**config.mk**
```make
export PLATFORM = sky130hd
export DESIGN_NAME = muldiv_unit_flat
export DESIGN_NICKNAME = d
export VERILOG_FILES = /design/src/rtl/muldiv_if.sv /design/src/rtl/muldiv_unit.sv /design/src/flat_wrapper.sv
export SDC_FILE = /design/constraint.sdc
export NUM_CORES = 1
export LEC_CHECK = 0
export CORE_AREA = 2 2 145 218
export CTS_CLUSTER_DIAMETER = 200
export CTS_CLUSTER_SIZE = 16
export DETAILED_ROUTE_END_ITERATION = 10
export DIE_AREA = 0 0 147 220
export PLACE_DENSITY_LB_ADDON = 0.2
export SLEW_MARGIN = 10
export SYNTH_ARGS = -nofsm -noshare
export SYNTH_HDL_FRONTEND = slang
export SYNTH_SLANG_ARGS = --single-unit
```
**constraint.sdc**
```tcl
create_clock -name clk -period 9.9 [get_ports clk]
set_input_delay 1.98 -clock clk [delete_from_list [all_inputs] [get_ports clk]]
set_output_delay 1.98 -clock clk [all_outputs]
set_load 0.005 [all_outputs]
```
**src/rtl/muldiv_if.sv**
```systemverilog
// Issue/result bundle between decode/execute and the RV32M multiply/divide unit.
interface muldiv_if #(
    parameter int unsigned LEN = 32
);
    logic           start;
    logic [2:0]     op;
    logic [LEN-1:0] op1;
    logic [LEN-1:0] op2;
    logic           flush;
    logic           busy;
    logic           done;
    logic [LEN-1:0] result;

    // Pipeline side issues work and observes status.
    modport master (
        output start, op, op1, op2, flush,
        input  busy, done, result
    );

    // Unit side consumes requests and drives status.
    modport slave (
        input  start, op, op1, op2, flush,
        output busy, done, result
    );
endinterface

```
**src/rtl/muldiv_unit.sv**
```systemverilog
// Iterative RV32M multiply/divide: radix-2 shift-add multiply, restoring divide,
// LEN iterations on operand magnitudes plus one sign fix-up cycle.
module muldiv_unit #(
    parameter int unsigned LEN = 32
) (
    input  logic    clk,
    input  logic    rst,
    muldiv_if.slave bus
);
    localparam int unsigned CW = (LEN > 1) ? $clog2(LEN) : 1;
    localparam int unsigned PW = 2 * LEN;

    localparam logic [2:0] OP_MUL    = 3'b000;
    localparam logic [2:0] OP_MULH   = 3'b001;
    localparam logic [2:0] OP_MULHSU = 3'b010;
    localparam logic [2:0] OP_MULHU  = 3'b011;
    localparam logic [2:0] OP_DIV    = 3'b100;
    localparam logic [2:0] OP_DIVU   = 3'b101;
    localparam logic [2:0] OP_REM    = 3'b110;
    localparam logic [2:0] OP_REMU   = 3'b111;

    localparam logic [LEN-1:0] MIN_NEG = {1'b1, {(LEN-1){1'b0}}};

    typedef enum logic [1:0] {
        IDLE,
        CALC,
        FIX,
        DONE
    } state_e;

    state_e          state_q;
    logic [2:0]      op_q;
    logic            neg_q;
    logic            div0_q;
    logic            ovf_q;
    logic [CW-1:0]   cnt_q;
    logic [LEN-1:0]  mcand_q;   // multiplicand / divisor magnitude
    logic [LEN-1:0]  op1_q;     // raw rs1, returned by remainder-by-zero
    logic [PW-1:0]   acc_q;     // product accumulator, multiplier in low half
    logic [LEN-1:0]  quo_q;     // dividend shifting out, quotient shifting in
    logic [LEN:0]    rem_q;
    logic [LEN-1:0]  result_q;
    logic            busy_q;
    logic            done_q;

    logic            sgn1;
    logic            sgn2;
    logic [LEN-1:0]  mag1_d;
    logic [LEN-1:0]  mag2_d;
    logic            neg_d;
    logic            div0_d;
    logic            ovf_d;
    logic [LEN:0]    mul_sum;
    logic [PW-1:0]   acc_d;
    logic [LEN:0]    rem_sh;
    logic [LEN:0]    trial;
    logic [LEN:0]    rem_d;
    logic [LEN-1:0]  quo_d;
    logic [PW-1:0]   prod_f;
    logic [LEN-1:0]  quo_f;
    logic [LEN-1:0]  rem_f;
    logic [LEN-1:0]  result_d;

    // Request decode: operand signedness, magnitudes, negate flag, special cases.
    always_comb begin
        sgn1 = 1'b0;
        sgn2 = 1'b0;
        neg_d = 1'b0;
        unique case (bus.op)
            OP_MULH, OP_DIV, OP_REM: begin
                sgn1 = bus.op1[LEN-1];
                sgn2 = bus.op2[LEN-1];
            end
            OP_MULHSU: sgn1 = bus.op1[LEN-1];
            default: ;
        endcase
        unique case (bus.op)
            OP_MULH, OP_DIV:   neg_d = sgn1 ^ sgn2;
            OP_MULHSU, OP_REM: neg_d = sgn1;
            default:           neg_d = 1'b0;
        endcase
        mag1_d = sgn1 ? -bus.op1 : bus.op1;
        mag2_d = sgn2 ? -bus.op2 : bus.op2;
        div0_d = bus.op[2] && (bus.op2 == '0);
        ovf_d  = bus.op[2] && !bus.op[0] && (bus.op1 == MIN_NEG) && (bus.op2 == '1);
    end

    // One multiply step and one restoring-divide step per CALC cycle.
    always_comb begin
        mul_sum = {1'b0, acc_q[PW-1:LEN]} + {1'b0, mcand_q};
        acc_d   = acc_q[0] ? {mul_sum, acc_q[LEN-1:1]} : {1'b0, acc_q[PW-1:1]};
        rem_sh  = {rem_q[LEN-1:0], quo_q[LEN-1]};
        trial   = rem_sh - {1'b0, mcand_q};
        if (!trial[LEN]) begin
            rem_d = trial;
            quo_d = {quo_q[LEN-2:0], 1'b1};
        end else begin
            rem_d = rem_sh;
            quo_d = {quo_q[LEN-2:0], 1'b0};
        end
    end

    // Sign fix-up, half selection and special-case override.
    always_comb begin
        prod_f   = neg_q ? -acc_q : acc_q;
        quo_f    = neg_q ? -quo_q : quo_q;
        rem_f    = neg_q ? -rem_q[LEN-1:0] : rem_q[LEN-1:0];
        result_d = prod_f[LEN-1:0];
        unique case (op_q)
            OP_MUL:                      result_d = prod_f[LEN-1:0];
            OP_MULH, OP_MULHSU, OP_MULHU: result_d = prod_f[PW-1:LEN];
            OP_DIV, OP_DIVU:             result_d = div0_q ? '1 : (ovf_q ? MIN_NEG : quo_f);
            OP_REM, OP_REMU:             result_d = div0_q ? op1_q : (ovf_q ? '0 : rem_f);
            default:                     result_d = prod_f[LEN-1:0];
        endcase
    end

    // Control FSM and datapath registers; flush beats start.
    always_ff @(posedge clk or posedge rst) begin
        if (rst) begin
            state_q  <= IDLE;
            op_q     <= '0;
            neg_q    <= 1'b0;
            div0_q   <= 1'b0;
            ovf_q    <= 1'b0;
            cnt_q    <= '0;
            mcand_q  <= '0;
            op1_q    <= '0;
            acc_q    <= '0;
            quo_q    <= '0;
            rem_q    <= '0;
            result_q <= '0;
            busy_q   <= 1'b0;
            done_q   <= 1'b0;
        end else begin
            unique case (state_q)
                IDLE, DONE: begin
                    done_q <= 1'b0;
                    if (bus.start && !bus.flush) begin
                        op_q    <= bus.op;
                        neg_q   <= neg_d;
                        div0_q  <= div0_d;
                        ovf_q   <= ovf_d;
                        op1_q   <= bus.op1;
                        mcand_q <= mag2_d;
                        acc_q   <= {LEN'(0), mag1_d};
                        quo_q   <= mag1_d;
                        rem_q   <= '0;
                        cnt_q   <= '0;
                        busy_q  <= 1'b1;
                        state_q <= CALC;
                    end else begin
                        state_q <= IDLE;
                    end
                end
                CALC: begin
                    if (bus.flush) begin
                        busy_q  <= 1'b0;
                        state_q <= IDLE;
                    end else begin
                        acc_q <= acc_d;
                        quo_q <= quo_d;
                        rem_q <= rem_d;
                        cnt_q <= cnt_q + CW'(1);
                        if (cnt_q == CW'(LEN - 1)) begin
                            state_q <= FIX;
                        end
                    end
                end
                FIX: begin
                    busy_q <= 1'b0;
                    if (bus.flush) begin
                        state_q <= IDLE;
                    end else begin
                        result_q <= result_d;
                        done_q   <= 1'b1;
                        state_q  <= DONE;
                    end
                end
                default: begin
                    busy_q  <= 1'b0;
                    done_q  <= 1'b0;
                    state_q <= IDLE;
                end
            endcase
        end
    end

    assign bus.busy   = busy_q;
    assign bus.done   = done_q;
    assign bus.result = result_q;
endmodule

```
**src/flat_wrapper.sv**
```systemverilog
// flat-port wrapper written by rule: the top's interface ports become plain ports
module muldiv_unit_flat 
#(
    parameter int unsigned LEN = 32
)
  (clk, rst, bus_start, bus_op, bus_op1, bus_op2, bus_flush, bus_busy, bus_done, bus_result);
  muldiv_if #(.LEN(LEN)) bus_i ();
  input  logic clk;
  input  logic rst;
  input wire logic [$bits(bus_i.start)-1:0] bus_start;
  input wire logic [$bits(bus_i.op)-1:0] bus_op;
  input wire logic [$bits(bus_i.op1)-1:0] bus_op1;
  input wire logic [$bits(bus_i.op2)-1:0] bus_op2;
  input wire logic [$bits(bus_i.flush)-1:0] bus_flush;
  output wire logic [$bits(bus_i.busy)-1:0] bus_busy;
  output wire logic [$bits(bus_i.done)-1:0] bus_done;
  output wire logic [$bits(bus_i.result)-1:0] bus_result;
  assign bus_i.start = bus_start;
  assign bus_i.op = bus_op;
  assign bus_i.op1 = bus_op1;
  assign bus_i.op2 = bus_op2;
  assign bus_i.flush = bus_flush;
  assign bus_busy = bus_i.busy;
  assign bus_done = bus_i.done;
  assign bus_result = bus_i.result;
  muldiv_unit #(.LEN(LEN)) u_core (.clk(clk), .rst(rst), .bus(bus_i));
endmodule
```
==> results list <==
- Result of the run: completed
* Fraction of met3 tracks used by global routing: 4.35%
- Power Dens Cells: 206 mW/mm^2
- Setup repair after global routing left no endpoint under its margin.
* Clock Latency Late Sink: 0.53 ns
- Once detailed placement completed, the half-perimeter wirelength came to 49300 um.
- Floorplan die area: 0.0323 sq mm
- The synthesized design spends more area on one cell type than any other, namely dfrtp_1.
- Entering global routing, the biggest net connects 102 pins.
* Area fraction of the dominant cell type after synthesis: 32.0%
- The min-delay analysis places its worst path in the category flip-flop to flip-flop.
- Static leakage: 8.60 nW
- Area Overhead vs Synth: 9.36%
- In the final layout, the share of cells above drive strength 1 is 5.00%.
- Synthesis inferred 239 register bits.
* CP Capture Type: flip-flop
* DRT iter0 DRCs: 1572
* Clock tree from TritonCTS: yes
- The region available for standard cell placement spans 0.0306 sq mm.
- In this run, synthesis inferred 0 flip-flops with an integrated enable.
- Post-CTS repair changed the size of 0 cells.
- The setup path with the least slack is of type primary input to flip-flop.
- Count of unresolved DRC violations after routing: 0
- Port buffer count: 104
- Post-CTS timing repair inserted 0 buffers for setup.
- FMAX: 206 MHz
* Number of antenna violations at the first check in global routing: 1
- Global routing consumed, on the met2 layer, 71.2% of the routing resources.
* Synthesized area: 0.0187 sq mm
* DR vias: 18500
* # H-tree levels: 1
- Counting the buffers created by CTS gives 18.
- Asr flop ratio synth: 100%
- Counting cells, the worst reg-to-reg path comes to 12.
- Worst Hold Depth: 2
- Global routing finished with a remaining overflow of 0.
- In this run the core area contains 79 standard-cell rows.
- Clock-pin slew was measured on the worst setup and hold paths at 0.08 ns.
* Initial cell density of the core: 61.1%
* Max-capacitance violation count: 0
- Crit path max fanout: 4
* Distinct cell type count of the synthesized netlist: 76
- Transition time at the pin with the least slew margin: 1.08 ns
- Top-Level Pins: 105
* Number of standard cells after synthesis: 2311
* Die boundary height: 220 um
- The layer flagged by global routing as most heavily used is met2.
* Clock tree sinks: 239
* Sequential fraction of the synthesis area: 32.0%
* Count of endpoints failing setup in the final report: 0
- Total routing usage reported by global routing: 39.8%
- The total count of max-transition violations in the final report came to 0.
- Adding up every negative setup slack in the final design gives 0 ns.
- Number of global-route vias before repair: 17700
- In this run the deepest clock path goes through 3 buffers.
- The number of nets handed over by synthesis was 2458.
* Avg Inst Size Synth: 8.10 sq um
* Yosys warns: 0
- Final count of hold timing violations: 0
* Crit share post-route: 49.1%
- Headroom to the max-slew limit came out at 28.1%.
- Dividing the detail-routed via count by the number of cells gives 6.79.
- Across the VDD grid, the largest voltage drop is 0.0997 mV.
- Post-DRT Antenna Nets: 0
- STA classifies the critical path startpoint as a primary input.
- Final Wtd Congestion: 1.03
* Count of hold buffers inserted by post-cts repair: 0
* Fraction of met1 tracks used by global routing: 46.0%
- Most common library cell in the layout ignoring fill and taps: nand2_1
- The routed design could run at a clock period as short as 4.86 ns.
* Total wire length: 65300 um
- Biggest area contributors in the synthesized netlist: dfrtp_1, xnor2_1, nand2_1, o21ai_0, ha_1
- Routed WL per cell: 23.9 um
- For this run, the post-layout net count is 2467.
- The first global-routing pass estimated 100000 um of wire.
* Worst Clk Skew: 0.0278 ns
* Critical path data arrival time: 5.25 ns
- Final core area utilization: 66.8%
* Required time at the worst-slack endpoint: 10.28 ns
* Most used cells in the layout excluding fill and tap cells: nand2_1, dfrtp_1, o21ai_0, nand3_1, a21oi_1
* Total iterations of the first detailed-routing run: 6
- Clock Root Buffer: clkbuf_16
* Post-synth top flop: dfrtp_1
* Register area: 0.00598 sq mm
- FILL cells: 2672
- The multi-input combinational cells in the finished layout cover a total of 0.0120 sq mm.
* Die width: 147 um
[synthesized netlist by cell type (54+ instances only)]
cell type and number:
nand2_1 304, dfrtp_1 239, o21ai_0 212, nand3_1 159, a21oi_1 145, xnor2_1 135
nor2_1 123, clkbuf_1 121, xor2_1 88, ha_1 74, inv_1 71, mux2i_1 54
[area by class of cell]
cell class	count	share of cell area (%)
multi-input cells	1861	58.6
flip-flops and latches	239	29.3
repair buffers	129	6.01
well taps	405	2.48
clock buffers	21	2.36
inverters	71	1.34
diodes	1	0.0122
[state kept, by name (all words and copies together), names as in the netlist]
register,cells
u_core.bus.busy,1
u_core.neg_q,1
u_core.rem_q,32
u_core.ovf_q,1
u_core.op1_q,32
u_core.mcand_q,32
u_core.acc_q,64
u_core.quo_q,32
u_core.cnt_q,5
u_core.op_q,3
u_core.bus.done,1
u_core.div0_q,1
u_core.bus.result,32
u_core.state_q,2
[critical path, stage by stage]
cell and delay, ns:
clkdlybuf4s50_1 0.46, or4_1 0.62, nor4_2 0.29, nand3_1 0.15, or4_1 0.51, nand2b_1 0.25
or3_1 0.41, o41ai_1 0.32, xor2_1 0.17, o21ai_0 0.08
[layer usage]
metal | wire, um | share of wire [%]
met5 | 0 | 0
met4 | 4390 | 6.7
met3 | 4340 | 6.6
met2 | 32800 | 50
met1 | 23800 | 36
[cell families (layout without fill, tap and decap cells)]
family / after synthesis / in the layout / share of synthesized area (%)
mux: 90 / 90 / 5.06
flops: 239 / 239 / 32.0
simple gates: 828 / 828 / 21.2
xor+xnor: 223 / 223 / 10.4
other cells: 0 / 1 / 0
compound gates: 644 / 644 / 21.9
fa+ha+maj: 76 / 76 / 5.16
buf+inv: 211 / 221 / 4.30
[power breakdown]
| group | leakage, nW | internal [mW] | switching [mW] |
|---|---|---|---|
| clock | 0.237 | 0.343 | 0.360 |
| combinational | 5.26 | 0.751 | 1.15 |
| sequential | 3.10 | 1.19 | 0.425 |
| total | 8.60 | 2.28 | 1.93 |
[worst paths after layout]
path | slack, ns | end | startpoint
setup / recovery | 5.04 | u_core.mcand_q[30]$_DFFE_PP0P_ | bus_op2[8]
max in group asynchronous | 6.28 | u_core.op1_q[11]$_DFFE_PP0P_ | rst
hold / removal | 0.49 | u_core.bus.result[3]$_DFFE_PP0P_ | u_core.bus.result[3]$_DFFE_PP0P_
min in group asynchronous | 1.99 | u_core.cnt_q[2]$_DFFE_PP0P_ | rst
setup reg to reg | 5.37 | u_core.bus.result[18]$_DFFE_PP0P_ | u_core.acc_q[0]$_DFFE_PP0P_
hold reg to reg | 0.49 | u_core.bus.result[3]$_DFFE_PP0P_ | u_core.bus.result[3]$_DFFE_PP0P_
[stage by stage]
stage               area [sq um]  hold WS, ns  setup slack (ns)  cells  total power, mW
global placement           20000        0.468              4.49   2705             3.41
finish                     20500        0.489              5.04   2727             4.21
detailed placement         20000        0.475              4.51   2705             3.45
global route               20500        0.515              4.87   2727             4.43
floorplan                  18700        0.450              1.36   2311             2.83
CTS                        20500        0.492              5.06   2726             4.16
(Power assumes the default switching activity.)
